<file path="src/rtl/timer_bus_pkg.sv">
// Shared types and constants for the timer control master and its register bus.
package timer_bus_pkg;

  localparam int unsigned DATA_W_DEF     = 32;
  localparam int unsigned WD_MARGIN_DEF  = 16;
  localparam int unsigned CTRL_START_BIT = 0;
  localparam int unsigned CTRL_DONE_BIT  = 1;

  typedef enum logic [1:0] {
    ST_OK      = 2'd0,
    ST_ABORT   = 2'd1,
    ST_TIMEOUT = 2'd2,
    ST_ERR     = 2'd3
  } status_e;

  typedef enum logic [2:0] {
    TCM_IDLE     = 3'd0,
    TCM_WR_TGT   = 3'd1,
    TCM_VERIFY   = 3'd2,
    TCM_WR_START = 3'd3,
    TCM_WAIT     = 3'd4,
    TCM_RD_STAT  = 3'd5,
    TCM_STOP     = 3'd6,
    TCM_RESP     = 3'd7
  } tcm_state_e;

endpackage

</file>
<file path="src/rtl/timer_ctrl_master_if.sv">
// Request/response handshake plus timer register strobes.
// AUTO_RELOAD_EN adds the req_repeat request field.
interface timer_ctrl_master_if #(
  parameter int unsigned DATA_W = 32
);
  logic              req_valid;
  logic              req_ready;
  logic [DATA_W-1:0] req_count;
  logic              req_abort;
`ifdef AUTO_RELOAD_EN
  logic [7:0]        req_repeat;
`endif
  logic              resp_valid;
  logic [1:0]        resp_status;
  logic              busy;
  logic              wr_ctrl_en;
  logic              wr_data_en;
  logic [DATA_W-1:0] wr_data;
  logic              rd_ctrl_en;
  logic              rd_data_en;
  logic [DATA_W-1:0] rd_ctrl_data;
  logic [DATA_W-1:0] rd_data_data;
  logic              timer_done;

  modport master (
`ifdef AUTO_RELOAD_EN
    input  req_repeat,
`endif
    input  req_valid, req_count, req_abort, rd_ctrl_data, rd_data_data, timer_done,
    output req_ready, resp_valid, resp_status, busy,
    output wr_ctrl_en, wr_data_en, wr_data, rd_ctrl_en, rd_data_en
  );

  modport slave (
`ifdef AUTO_RELOAD_EN
    output req_repeat,
`endif
    output req_valid, req_count, req_abort, rd_ctrl_data, rd_data_data, timer_done,
    input  req_ready, resp_valid, resp_status, busy,
    input  wr_ctrl_en, wr_data_en, wr_data, rd_ctrl_en, rd_data_en
  );
endinterface

</file>
<file path="src/rtl/tcm_watchdog.sv">
// Saturating WAIT-cycle counter; expired_o is high once more than limit_i cycles have elapsed.
module tcm_watchdog #(
  parameter int unsigned DATA_W = 32
) (
  input  logic          clk,
  input  logic          rst_n,
  input  logic          clr_i,
  input  logic          en_i,
  input  logic [DATA_W:0] limit_i,
  output logic          expired_o
);
  localparam int unsigned CNT_W = DATA_W + 1;

  logic [CNT_W-1:0] cnt_q, cnt_d;
  logic             expired_q;

  always_comb begin
    cnt_d = cnt_q;
    if (clr_i) begin
      cnt_d = '0;
    end else if (en_i && (cnt_q != '1)) begin
      cnt_d = cnt_q + CNT_W'(1);
    end
  end

  // Compare against the next count so the flag lines up with the cycle it describes.
  always_ff @(posedge clk or negedge rst_n) begin
    if (!rst_n) begin
      cnt_q     <= '0;
      expired_q <= 1'b0;
    end else begin
      cnt_q     <= cnt_d;
      expired_q <= (cnt_d >= limit_i);
    end
  end

  assign expired_o = expired_q;
endmodule

</file>
<file path="src/rtl/timer_ctrl_master.sv">
// Bus initiator that programs the timer target, starts it and supervises completion.
// Optional AUTO_RELOAD_EN: repeats START req_repeat+1 times before a single response.
module timer_ctrl_master
  import timer_bus_pkg::*;
#(
  parameter int unsigned WD_MARGIN = WD_MARGIN_DEF,
  parameter int unsigned DATA_W    = DATA_W_DEF
) (
  input logic                 clk,
  input logic                 rst_n,
  timer_ctrl_master_if.master bus
);
  localparam int unsigned LIM_W = DATA_W + 1;

  localparam logic [2:0] S_IDLE     = 3'(TCM_IDLE);
  localparam logic [2:0] S_WR_TGT   = 3'(TCM_WR_TGT);
  localparam logic [2:0] S_VERIFY   = 3'(TCM_VERIFY);
  localparam logic [2:0] S_WR_START = 3'(TCM_WR_START);
  localparam logic [2:0] S_WAIT     = 3'(TCM_WAIT);
  localparam logic [2:0] S_RD_STAT  = 3'(TCM_RD_STAT);
  localparam logic [2:0] S_STOP     = 3'(TCM_STOP);
  localparam logic [2:0] S_RESP     = 3'(TCM_RESP);

  localparam logic [DATA_W-1:0] START_WORD = DATA_W'(1) << CTRL_START_BIT;
  localparam logic [DATA_W-1:0] DONE_MASK  = DATA_W'(1) << CTRL_DONE_BIT;

  logic [2:0]        state_q, state_d;
  logic [DATA_W-1:0] count_q, count_d;
  status_e           status_q, status_d;

  logic              req_ready_q, req_ready_d;
  logic              busy_q, busy_d;
  logic              resp_valid_q, resp_valid_d;
  logic [1:0]        resp_status_q, resp_status_d;
  logic              wr_ctrl_en_q, wr_ctrl_en_d;
  logic              wr_data_en_q, wr_data_en_d;
  logic [DATA_W-1:0] wr_data_q, wr_data_d;
  logic              rd_ctrl_en_q, rd_ctrl_en_d;
  logic              rd_data_en_q, rd_data_en_d;

  logic [LIM_W-1:0]  limit;
  logic              wd_expired;

`ifdef AUTO_RELOAD_EN
  logic [7:0]        rep_q, rep_d;
  logic [7:0]        iter_q, iter_d;
`endif

  // Limit is one bit wider than the count so count+margin never wraps.
  assign limit = LIM_W'(count_q) + LIM_W'(WD_MARGIN);

  tcm_watchdog #(.DATA_W(DATA_W)) u_wd (
    .clk       (clk),
    .rst_n     (rst_n),
    .clr_i     (state_q == S_WR_START),
    .en_i      (state_q == S_WAIT),
    .limit_i   (limit),
    .expired_o (wd_expired)
  );

  always_comb begin
    state_d  = state_q;
    count_d  = count_q;
    status_d = status_q;
`ifdef AUTO_RELOAD_EN
    rep_d    = rep_q;
    iter_d   = iter_q;
`endif

    case (state_q)
      S_IDLE: begin
        if (bus.req_valid) begin
          count_d  = bus.req_count;
          status_d = ST_OK;
          state_d  = S_WR_TGT;
`ifdef AUTO_RELOAD_EN
          rep_d    = bus.req_repeat;
          iter_d   = '0;
`endif
        end
      end
      // A zero count still passes through here, but with its strobe suppressed.
      S_WR_TGT: begin
        if (count_q == '0) begin
          status_d = ST_ERR;
          state_d  = S_RESP;
        end else begin
          state_d  = S_VERIFY;
        end
      end
      S_VERIFY: begin
        if (bus.rd_data_data != count_q) begin
          status_d = ST_ERR;
          state_d  = S_RESP;
        end else begin
          state_d  = S_WR_START;
        end
      end
      S_WR_START: state_d = S_WAIT;
      S_WAIT: begin
        if (bus.timer_done) begin
          state_d  = S_RD_STAT;
        end else if (bus.req_abort) begin
          status_d = ST_ABORT;
          state_d  = S_STOP;
        end else if (wd_expired) begin
          status_d = ST_TIMEOUT;
          state_d  = S_STOP;
        end
      end
      S_RD_STAT: begin
        if ((bus.rd_ctrl_data & DONE_MASK) != '0) begin
          status_d = ST_OK;
          state_d  = S_RESP;
`ifdef AUTO_RELOAD_EN
          if (iter_q != rep_q) begin
            iter_d  = iter_q + 8'd1;
            state_d = S_WR_START;
          end
`endif
        end else begin
          status_d = ST_ERR;
          state_d  = S_RESP;
        end
      end
      S_STOP:  state_d = S_RESP;
      S_RESP:  state_d = S_IDLE;
      default: state_d = S_IDLE;
    endcase

    // Outputs are decoded from the next state so they register in step with it.
    req_ready_d   = (state_d == S_IDLE);
    busy_d        = (state_d != S_IDLE);
    resp_valid_d  = (state_d == S_RESP);
    resp_status_d = (state_d == S_RESP) ? status_d : ST_OK;
    wr_data_en_d  = (state_d == S_WR_TGT) && (count_d != '0);
    rd_data_en_d  = (state_d == S_VERIFY);
    wr_ctrl_en_d  = (state_d == S_WR_START) || (state_d == S_STOP);
    rd_ctrl_en_d  = (state_d == S_RD_STAT);
    wr_data_d     = '0;
    if (state_d == S_WR_TGT) begin
      wr_data_d = count_d;
    end else if (state_d == S_WR_START) begin
      wr_data_d = START_WORD;
    end
  end

  always_ff @(posedge clk or negedge rst_n) begin
    if (!rst_n) begin
      state_q       <= S_IDLE;
      count_q       <= '0;
      status_q      <= ST_OK;
      req_ready_q   <= 1'b1;
      busy_q        <= 1'b0;
      resp_valid_q  <= 1'b0;
      resp_status_q <= '0;
      wr_ctrl_en_q  <= 1'b0;
      wr_data_en_q  <= 1'b0;
      wr_data_q     <= '0;
      rd_ctrl_en_q  <= 1'b0;
      rd_data_en_q  <= 1'b0;
    end else begin
      state_q       <= state_d;
      count_q       <= count_d;
      status_q      <= status_d;
      req_ready_q   <= req_ready_d;
      busy_q        <= busy_d;
      resp_valid_q  <= resp_valid_d;
      resp_status_q <= resp_status_d;
      wr_ctrl_en_q  <= wr_ctrl_en_d;
      wr_data_en_q  <= wr_data_en_d;
      wr_data_q     <= wr_data_d;
      rd_ctrl_en_q  <= rd_ctrl_en_d;
      rd_data_en_q  <= rd_data_en_d;
    end
  end

`ifdef AUTO_RELOAD_EN
  always_ff @(posedge clk or negedge rst_n) begin
    if (!rst_n) begin
      rep_q  <= '0;
      iter_q <= '0;
    end else begin
      rep_q  <= rep_d;
      iter_q <= iter_d;
    end
  end
`endif

  assign bus.req_ready   = req_ready_q;
  assign bus.busy        = busy_q;
  assign bus.resp_valid  = resp_valid_q;
  assign bus.resp_status = resp_status_q;
  assign bus.wr_ctrl_en  = wr_ctrl_en_q;
  assign bus.wr_data_en  = wr_data_en_q;
  assign bus.wr_data     = wr_data_q;
  assign bus.rd_ctrl_en  = rd_ctrl_en_q;
  assign bus.rd_data_en  = rd_data_en_q;
endmodule

</file>
<file path="src/flat_wrapper.sv">
// flat-port wrapper written by rule: the top's interface ports become plain ports
module timer_ctrl_master_flat import timer_bus_pkg::*;
#(
  parameter int unsigned WD_MARGIN = WD_MARGIN_DEF,
  parameter int unsigned DATA_W    = DATA_W_DEF
)
  (clk, rst_n, bus_req_valid, bus_req_count, bus_req_abort, bus_rd_ctrl_data, bus_rd_data_data, bus_timer_done, bus_req_ready, bus_resp_valid, bus_resp_status, bus_busy, bus_wr_ctrl_en, bus_wr_data_en, bus_wr_data, bus_rd_ctrl_en, bus_rd_data_en);
  timer_ctrl_master_if #(.DATA_W(DATA_W)) bus_i ();
  input logic clk;
  input logic rst_n;
  input wire logic [$bits(bus_i.req_valid)-1:0] bus_req_valid;
  input wire logic [$bits(bus_i.req_count)-1:0] bus_req_count;
  input wire logic [$bits(bus_i.req_abort)-1:0] bus_req_abort;
  input wire logic [$bits(bus_i.rd_ctrl_data)-1:0] bus_rd_ctrl_data;
  input wire logic [$bits(bus_i.rd_data_data)-1:0] bus_rd_data_data;
  input wire logic [$bits(bus_i.timer_done)-1:0] bus_timer_done;
  output wire logic [$bits(bus_i.req_ready)-1:0] bus_req_ready;
  output wire logic [$bits(bus_i.resp_valid)-1:0] bus_resp_valid;
  output wire logic [$bits(bus_i.resp_status)-1:0] bus_resp_status;
  output wire logic [$bits(bus_i.busy)-1:0] bus_busy;
  output wire logic [$bits(bus_i.wr_ctrl_en)-1:0] bus_wr_ctrl_en;
  output wire logic [$bits(bus_i.wr_data_en)-1:0] bus_wr_data_en;
  output wire logic [$bits(bus_i.wr_data)-1:0] bus_wr_data;
  output wire logic [$bits(bus_i.rd_ctrl_en)-1:0] bus_rd_ctrl_en;
  output wire logic [$bits(bus_i.rd_data_en)-1:0] bus_rd_data_en;
  assign bus_i.req_valid = bus_req_valid;
  assign bus_i.req_count = bus_req_count;
  assign bus_i.req_abort = bus_req_abort;
  assign bus_i.rd_ctrl_data = bus_rd_ctrl_data;
  assign bus_i.rd_data_data = bus_rd_data_data;
  assign bus_i.timer_done = bus_timer_done;
  assign bus_req_ready = bus_i.req_ready;
  assign bus_resp_valid = bus_i.resp_valid;
  assign bus_resp_status = bus_i.resp_status;
  assign bus_busy = bus_i.busy;
  assign bus_wr_ctrl_en = bus_i.wr_ctrl_en;
  assign bus_wr_data_en = bus_i.wr_data_en;
  assign bus_wr_data = bus_i.wr_data;
  assign bus_rd_ctrl_en = bus_i.rd_ctrl_en;
  assign bus_rd_data_en = bus_i.rd_data_en;
  timer_ctrl_master #(.WD_MARGIN(WD_MARGIN), .DATA_W(DATA_W)) u_core (.clk(clk), .rst_n(rst_n), .bus(bus_i));
endmodule
</file>
<file path="config.mk">
export PLATFORM = sky130hd
export DESIGN_NAME = timer_ctrl_master_flat
export DESIGN_NICKNAME = d
export VERILOG_FILES = /design/src/rtl/timer_bus_pkg.sv /design/src/rtl/timer_ctrl_master_if.sv /design/src/rtl/tcm_watchdog.sv /design/src/rtl/timer_ctrl_master.sv /design/src/flat_wrapper.sv
export SDC_FILE = /design/constraint.sdc
export NUM_CORES = 1
export LEC_CHECK = 0
export CORE_ASPECT_RATIO = 1.75
export CORE_UTILIZATION = 30
export DETAILED_ROUTE_END_ITERATION = 12
export DONT_BUFFER_PORTS = 1
export GPL_TIMING_DRIVEN = 0
export PLACE_DENSITY = 0.5
export SYNTH_ARGS = -nofsm -noshare
export SYNTH_HDL_FRONTEND = slang
export SYNTH_HIERARCHICAL = 1
export SYNTH_SLANG_ARGS = --single-unit
</file>
<file path="constraint.sdc">
create_clock -name clk -period 4.89 [get_ports clk]
set_clock_uncertainty 0.05 [all_clocks]
set_input_delay 0.978 -clock clk [delete_from_list [all_inputs] [get_ports clk]]
set_output_delay 0.978 -clock clk [all_outputs]
set_load 0.02 [all_outputs]
</file>
==> flow_results.org <==
** Route
- DR vias/cell :: around 5.2
- Once detail routing completed, the nets flagged for antenna violations numbered 0.
- In the routed design, unresolved DRC markers number 0.
- Per-cell routed wire length :: 19.6 µm
- The first detailed-routing pass ran for 4 iterations.
- Total number of vias :: 4708
- Wirelength, routed :: about 18000 µm
- After the first detailed-routing iteration, the DRC count stood at 152.

** Logic synthesis
- Synthesized area per cell :: approximately 9.8 µm²
- The most used flip-flop cell after synthesis is sky130_fd_sc_hd__dfrtp_1.
- After synthesis, the share of flip-flops with an asynchronous set or reset is 1.00.
- When the netlist entered floorplanning its net count stood at a little under 800.
- The mapped netlist covers 6340 µm².
- Cells after Synth :: roughly 650
- Flop and latch count out of synthesis :: between 100 and 150
- For this run, the number of Yosys warnings is 6.
- For this run, the register share of the synthesized area comes to 0.442.
- Cell variety after synth :: 56
- Number of flops mapped to enable cells by yosys :: 0

** STA
- The final hold violation count was 0.
- Setup violations remaining at the end of the flow were counted as 0.
- For the pin with the worst max-slew slack, the measured transition is 0.634 ns.
- The max-slew violation total from the final report was 0.
- Summed negative setup slack over all endpoints :: 0 ns
- The worst pin sits at a relative slew slack of 0.577.
- Subtracting the final worst setup slack from the clock period gives about 4.2 ns.
- Setup repair after global routing left no endpoint under its margin.
- Of the available clock period, the critical path in the final layout requires 0.868.
- Max frequency :: 236 MHz

** Critical path
- Worst-path cell chain :: nand4_1 > nor3_1 > buf_2 > inv_2 > nor4_1 > ha_1 > nor2b_1 > buf_2 > and3_1 > buf_2 > nand3_1 > xor2_1 > nor2_1 > ha_1 > nand4_1 > nor3_1 > nor3b_1 > a311oi_1 > nand2_1
- Critical path launch point type :: flip-flop
- At the worst endpoint, the required time is just over 5 ns.
- The worst setup path is of the flip-flop to flip-flop kind.
- The cell family contributing the most delay on the critical path is simple AND/OR/NAND/NOR gates.
- Tracing the worst setup path back leads to its startpoint at u_core/u_wd/cnt_q[7]$_DFF_PN0_.
- Endpoint of the worst register-to-register path :: u_core/u_wd/expired_o$_DFF_PN0_
- For flop-to-flop paths, the worst setup slack is 0.65 ns.
- The most critical setup path has its endpoint at u_core/u_wd/expired_o$_DFF_PN0_.
- Counting stages on the worst path, the most repeated cell is sky130_fd_sc_hd__buf_2.
- Crit path max fanout :: 10
- The number of buffers and inverters on the critical path is 4.
- CP max-delay cell :: sky130_fd_sc_hd__dfrtp_1
- For this run, the slowest stage of the critical path takes 0.43 ns.
- The number of cells on the worst reg-to-reg path is 19.
- The critical path runs through a total of 19 cells.
- The worst register-to-register path begins at u_core/u_wd/cnt_q[7]$_DFF_PN0_.
- Data on the critical path arrives at its endpoint at 4.47 ns.
- The worst setup path is captured at a flip-flop.

** Floorplanning
- After floorplanning, the core was sized to cover about 21000 µm².
- The die is about 110 µm wide.
- Floorplan die height :: between 150 and 200 µm
- The die covers between 20000 and 25000 µm².
- I/O pin count :: 142
- The floorplan has 70 rows.
- For this configuration, the core starts out at a cell density of 0.304.

** Placement
- The congestion estimate from routability-driven global placement came to between 0.8 and 0.9.
- In this run the tool buffered the top-level ports with 0 buffer cells.
- Sum of net half-perimeters after detailed placement :: roughly 14000 µm

** Power
- Portion of total power attributed to combinational logic :: 0.367
- Power density over cell area :: about 500 nW/µm²
- Of the total power, the clock network draws 0.209.
- The share of total power dissipated in sequential elements is 0.424.
- Leakage dissipation :: 3.56 nW
- VDD IR-drop max :: 0.245 mV
- Switching share of total power :: 0.408
- Switching power :: between 1 and 1.5 mW
- The internal power of the cells totals roughly 2.0 mW.

** Layout
- In the final layout, the multi-input gates occupy between 3000 and 4000 µm².
- For this run, the post-layout net count is a little under 800.
- Number of fill cells in the layout :: 2157
- Antenna Diode Count :: 0
- Area added between synthesis and finish :: 9.39%
- In the final layout, the share of cells above drive strength 1 is 0.0726.
- Register area :: 2800 µm²
- Measured on the finished design, the core utilization comes to 0.333.

** CTS
- CTS saw ~110 sinks.
- Clock latency at the later pin of the worst-skew pair :: around 0.35 ns
- Post-CTS Setup Bufs :: 0
- The clock passes through at most 2 buffers.
- After clock tree synthesis, the clock-pin slew on the worst setup and hold paths is 0.08 ns.
- After clock tree synthesis, the flow added hold-fix buffers numbering 0.
- TritonCTS built the clock tree.
- In this run, post-CTS repair resized a total of 0 instances.
- Buffer cell driving the clock tree root :: sky130_fd_sc_hd__clkbuf_16
- The H-tree was split into 3 levels.
- Buffers inserted during clock tree synthesis total 9.

** Global route
- Total gr overflow :: 0
- Global-route total usage across every layer :: 0.173
- Wire length of the first global-routing pass :: ~28000 µm
- The initial antenna violation count was 0.
- The number of global-route vias before repair was 5213.
- Entering global routing, the biggest net connects around 110 pins.

** Hold path
- Kind of path behind the tightest hold check :: primary input to asynchronous set/reset pin

** Outcome
- The flow ran to the end, and the final reports show no timing, DRC or antenna violations.

** Run
- Across the run, the number of max-cap violations was 0.
[how the worst min path moves through the flow]
stage | start | end | slack (ns) | cells after the start
after floorplan | u_core/count_q[31]$_DFF_PN0_ | u_core/count_q[31]$_DFF_PN0_ | 0.46 | 1
after global placement | u_core/u_wd/cnt_q[12]$_DFF_PN0_ | u_core/u_wd/cnt_q[12]$_DFF_PN0_ | 0.51 | 2
after detailed placement | u_core/u_wd/cnt_q[12]$_DFF_PN0_ | u_core/u_wd/cnt_q[12]$_DFF_PN0_ | 0.51 | 2
after CTS | rst_n | u_core/bus.rd_ctrl_en$_DFF_PN0_ | 0.25 | 0
after global routing | rst_n | u_core/bus.rd_ctrl_en$_DFF_PN0_ | 0.26 | 0
final | rst_n | u_core/bus.wr_data[12]$_DFF_PN0_ | 0.27 | 0
[area by class of cell]
class                      count  area share
clock inverter                 6     0.00740
inverter                      45      0.0263
sequential                   112       0.404
clock buffer                  10      0.0330
multi-input combinational    458       0.461
buffer                        30      0.0225
tap                          252      0.0455
[cells in the final DEF (no fill, tap or decap), types with 2 or more instances in the layout]
cell,netlist,routed
sky130_fd_sc_hd__a21o_1,35,35
sky130_fd_sc_hd__a21oi_1,15,15
sky130_fd_sc_hd__and2_1,2,2
sky130_fd_sc_hd__and3_1,46,46
sky130_fd_sc_hd__and4_1,5,5
sky130_fd_sc_hd__buf_2,11,11
sky130_fd_sc_hd__buf_6,4,4
sky130_fd_sc_hd__clkbuf_1,15,16
sky130_fd_sc_hd__clkbuf_16,0,9
sky130_fd_sc_hd__clkinv_4,0,2
sky130_fd_sc_hd__dfrtp_1,111,111
sky130_fd_sc_hd__ha_1,37,37
sky130_fd_sc_hd__inv_1,43,43
sky130_fd_sc_hd__inv_6,0,2
sky130_fd_sc_hd__mux2i_1,4,4
sky130_fd_sc_hd__nand2_1,40,40
sky130_fd_sc_hd__nand2b_1,3,3
sky130_fd_sc_hd__nand3_1,28,28
sky130_fd_sc_hd__nand4_1,25,25
sky130_fd_sc_hd__nand4b_1,2,2
sky130_fd_sc_hd__nor2_1,50,50
sky130_fd_sc_hd__nor2b_1,3,3
sky130_fd_sc_hd__nor3_1,4,4
sky130_fd_sc_hd__nor3_2,2,2
sky130_fd_sc_hd__nor3b_1,2,2
sky130_fd_sc_hd__nor4_1,23,23
sky130_fd_sc_hd__nor4b_1,2,2
sky130_fd_sc_hd__o211ai_1,4,4
sky130_fd_sc_hd__o21a_1,2,2
sky130_fd_sc_hd__o21ai_0,7,7
sky130_fd_sc_hd__o22ai_1,2,2
sky130_fd_sc_hd__or3_1,5,5
sky130_fd_sc_hd__xnor2_1,23,23
sky130_fd_sc_hd__xor2_1,65,65
[cells by family (layout without fill, tap and decap cells)]
| logic type | after synthesis | count (layout) | synth area share |
|---|---|---|---|
| compound gates | 77 | 77 | 0.0848 |
| flops | 112 | 112 | 0.442 |
| fa+ha+maj | 37 | 37 | 0.0730 |
| mux | 4 | 4 | 0.00631 |
| buf+inv | 75 | 91 | 0.0535 |
| xor+xnor | 88 | 88 | 0.122 |
| simple gates | 252 | 252 | 0.219 |
[stage by stage]
stage	worst slack [ns]	cells	hold slack [ns]	power, mW	cell area, µm²
after detailed placement	0.635	897	0.512	2.68	6660
after floorplan	1.43	645	0.462	2.28	6340
after global routing	0.299	913	0.257	3.60	6940
after global placement	0.642	897	0.511	2.65	6660
after CTS	0.606	913	0.255	3.40	6940
final	0.647	913	0.274	3.37	6940
[power groups by stage]
| stage | clock, mW | sequential (mW) | combinational, mW |
|---|---|---|---|
| 3_3_place_gp | 0 | 1.44 | 1.21 |
| 6_report | 0.704 | 1.43 | 1.24 |
| 5_1_grt | 0.754 | 1.46 | 1.39 |
| 2_1_floorplan | 0 | 1.35 | 0.937 |
| 3_5_place_dp | 0 | 1.44 | 1.24 |
| 4_1_cts | 0.725 | 1.43 | 1.25 |
[cell usage after synthesis, types with 3 or more instances]
cell | n | share of area
sky130_fd_sc_hd__nand3_1 | 28 | 0.022
sky130_fd_sc_hd__xnor2_1 | 23 | 0.032
sky130_fd_sc_hd__o21ai_0 | 7 | 0.0055
sky130_fd_sc_hd__mux2i_1 | 4 | 0.0063
sky130_fd_sc_hd__nor2_1 | 50 | 0.030
sky130_fd_sc_hd__nand2_1 | 40 | 0.024
sky130_fd_sc_hd__xor2_1 | 65 | 0.090
sky130_fd_sc_hd__o211ai_1 | 4 | 0.0047
sky130_fd_sc_hd__nor3_1 | 4 | 0.0032
sky130_fd_sc_hd__a21o_1 | 35 | 0.041
sky130_fd_sc_hd__clkbuf_1 | 15 | 0.0089
sky130_fd_sc_hd__buf_6 | 4 | 0.0071
sky130_fd_sc_hd__nor4_1 | 23 | 0.023
sky130_fd_sc_hd__inv_1 | 43 | 0.025
sky130_fd_sc_hd__nand2b_1 | 3 | 0.0030
sky130_fd_sc_hd__and3_1 | 46 | 0.045
sky130_fd_sc_hd__or3_1 | 5 | 0.0049
sky130_fd_sc_hd__nor2b_1 | 3 | 0.0030
sky130_fd_sc_hd__dfrtp_1 | 111 | 0.44
sky130_fd_sc_hd__a21oi_1 | 15 | 0.012
sky130_fd_sc_hd__ha_1 | 37 | 0.073
sky130_fd_sc_hd__and4_1 | 5 | 0.0069
sky130_fd_sc_hd__nand4_1 | 25 | 0.025
sky130_fd_sc_hd__buf_2 | 11 | 0.0087
[metal layers]
| layer | wire, µm | up-vias | global-route usage | part of all wire |
|---|---|---|---|---|
| met5 | 0 | - | 0 | 0 |
| met4 | 532 | 0 | 0.0781 | 0.030 |
| met3 | 687 | 24 | 0.0306 | 0.038 |
| met2 | 10200 | 124 | 0.339 | 0.57 |
| met1 | 6470 | 2298 | 0.171 | 0.36 |
| li1 | - | 2262 | - | - |
[state kept, by name (all words and copies together), names as in the netlist, 2 cells and up]
| register | count |
|---|---|
| u_core/u_wd/cnt_q | 33 |
| u_core/bus.wr_data | 32 |
| u_core/state_q | 3 |
| u_core/count_q | 32 |
| u_core/bus.resp_status | 2 |
| u_core/status_q | 2 |
(Power assumes the default switching activity.)
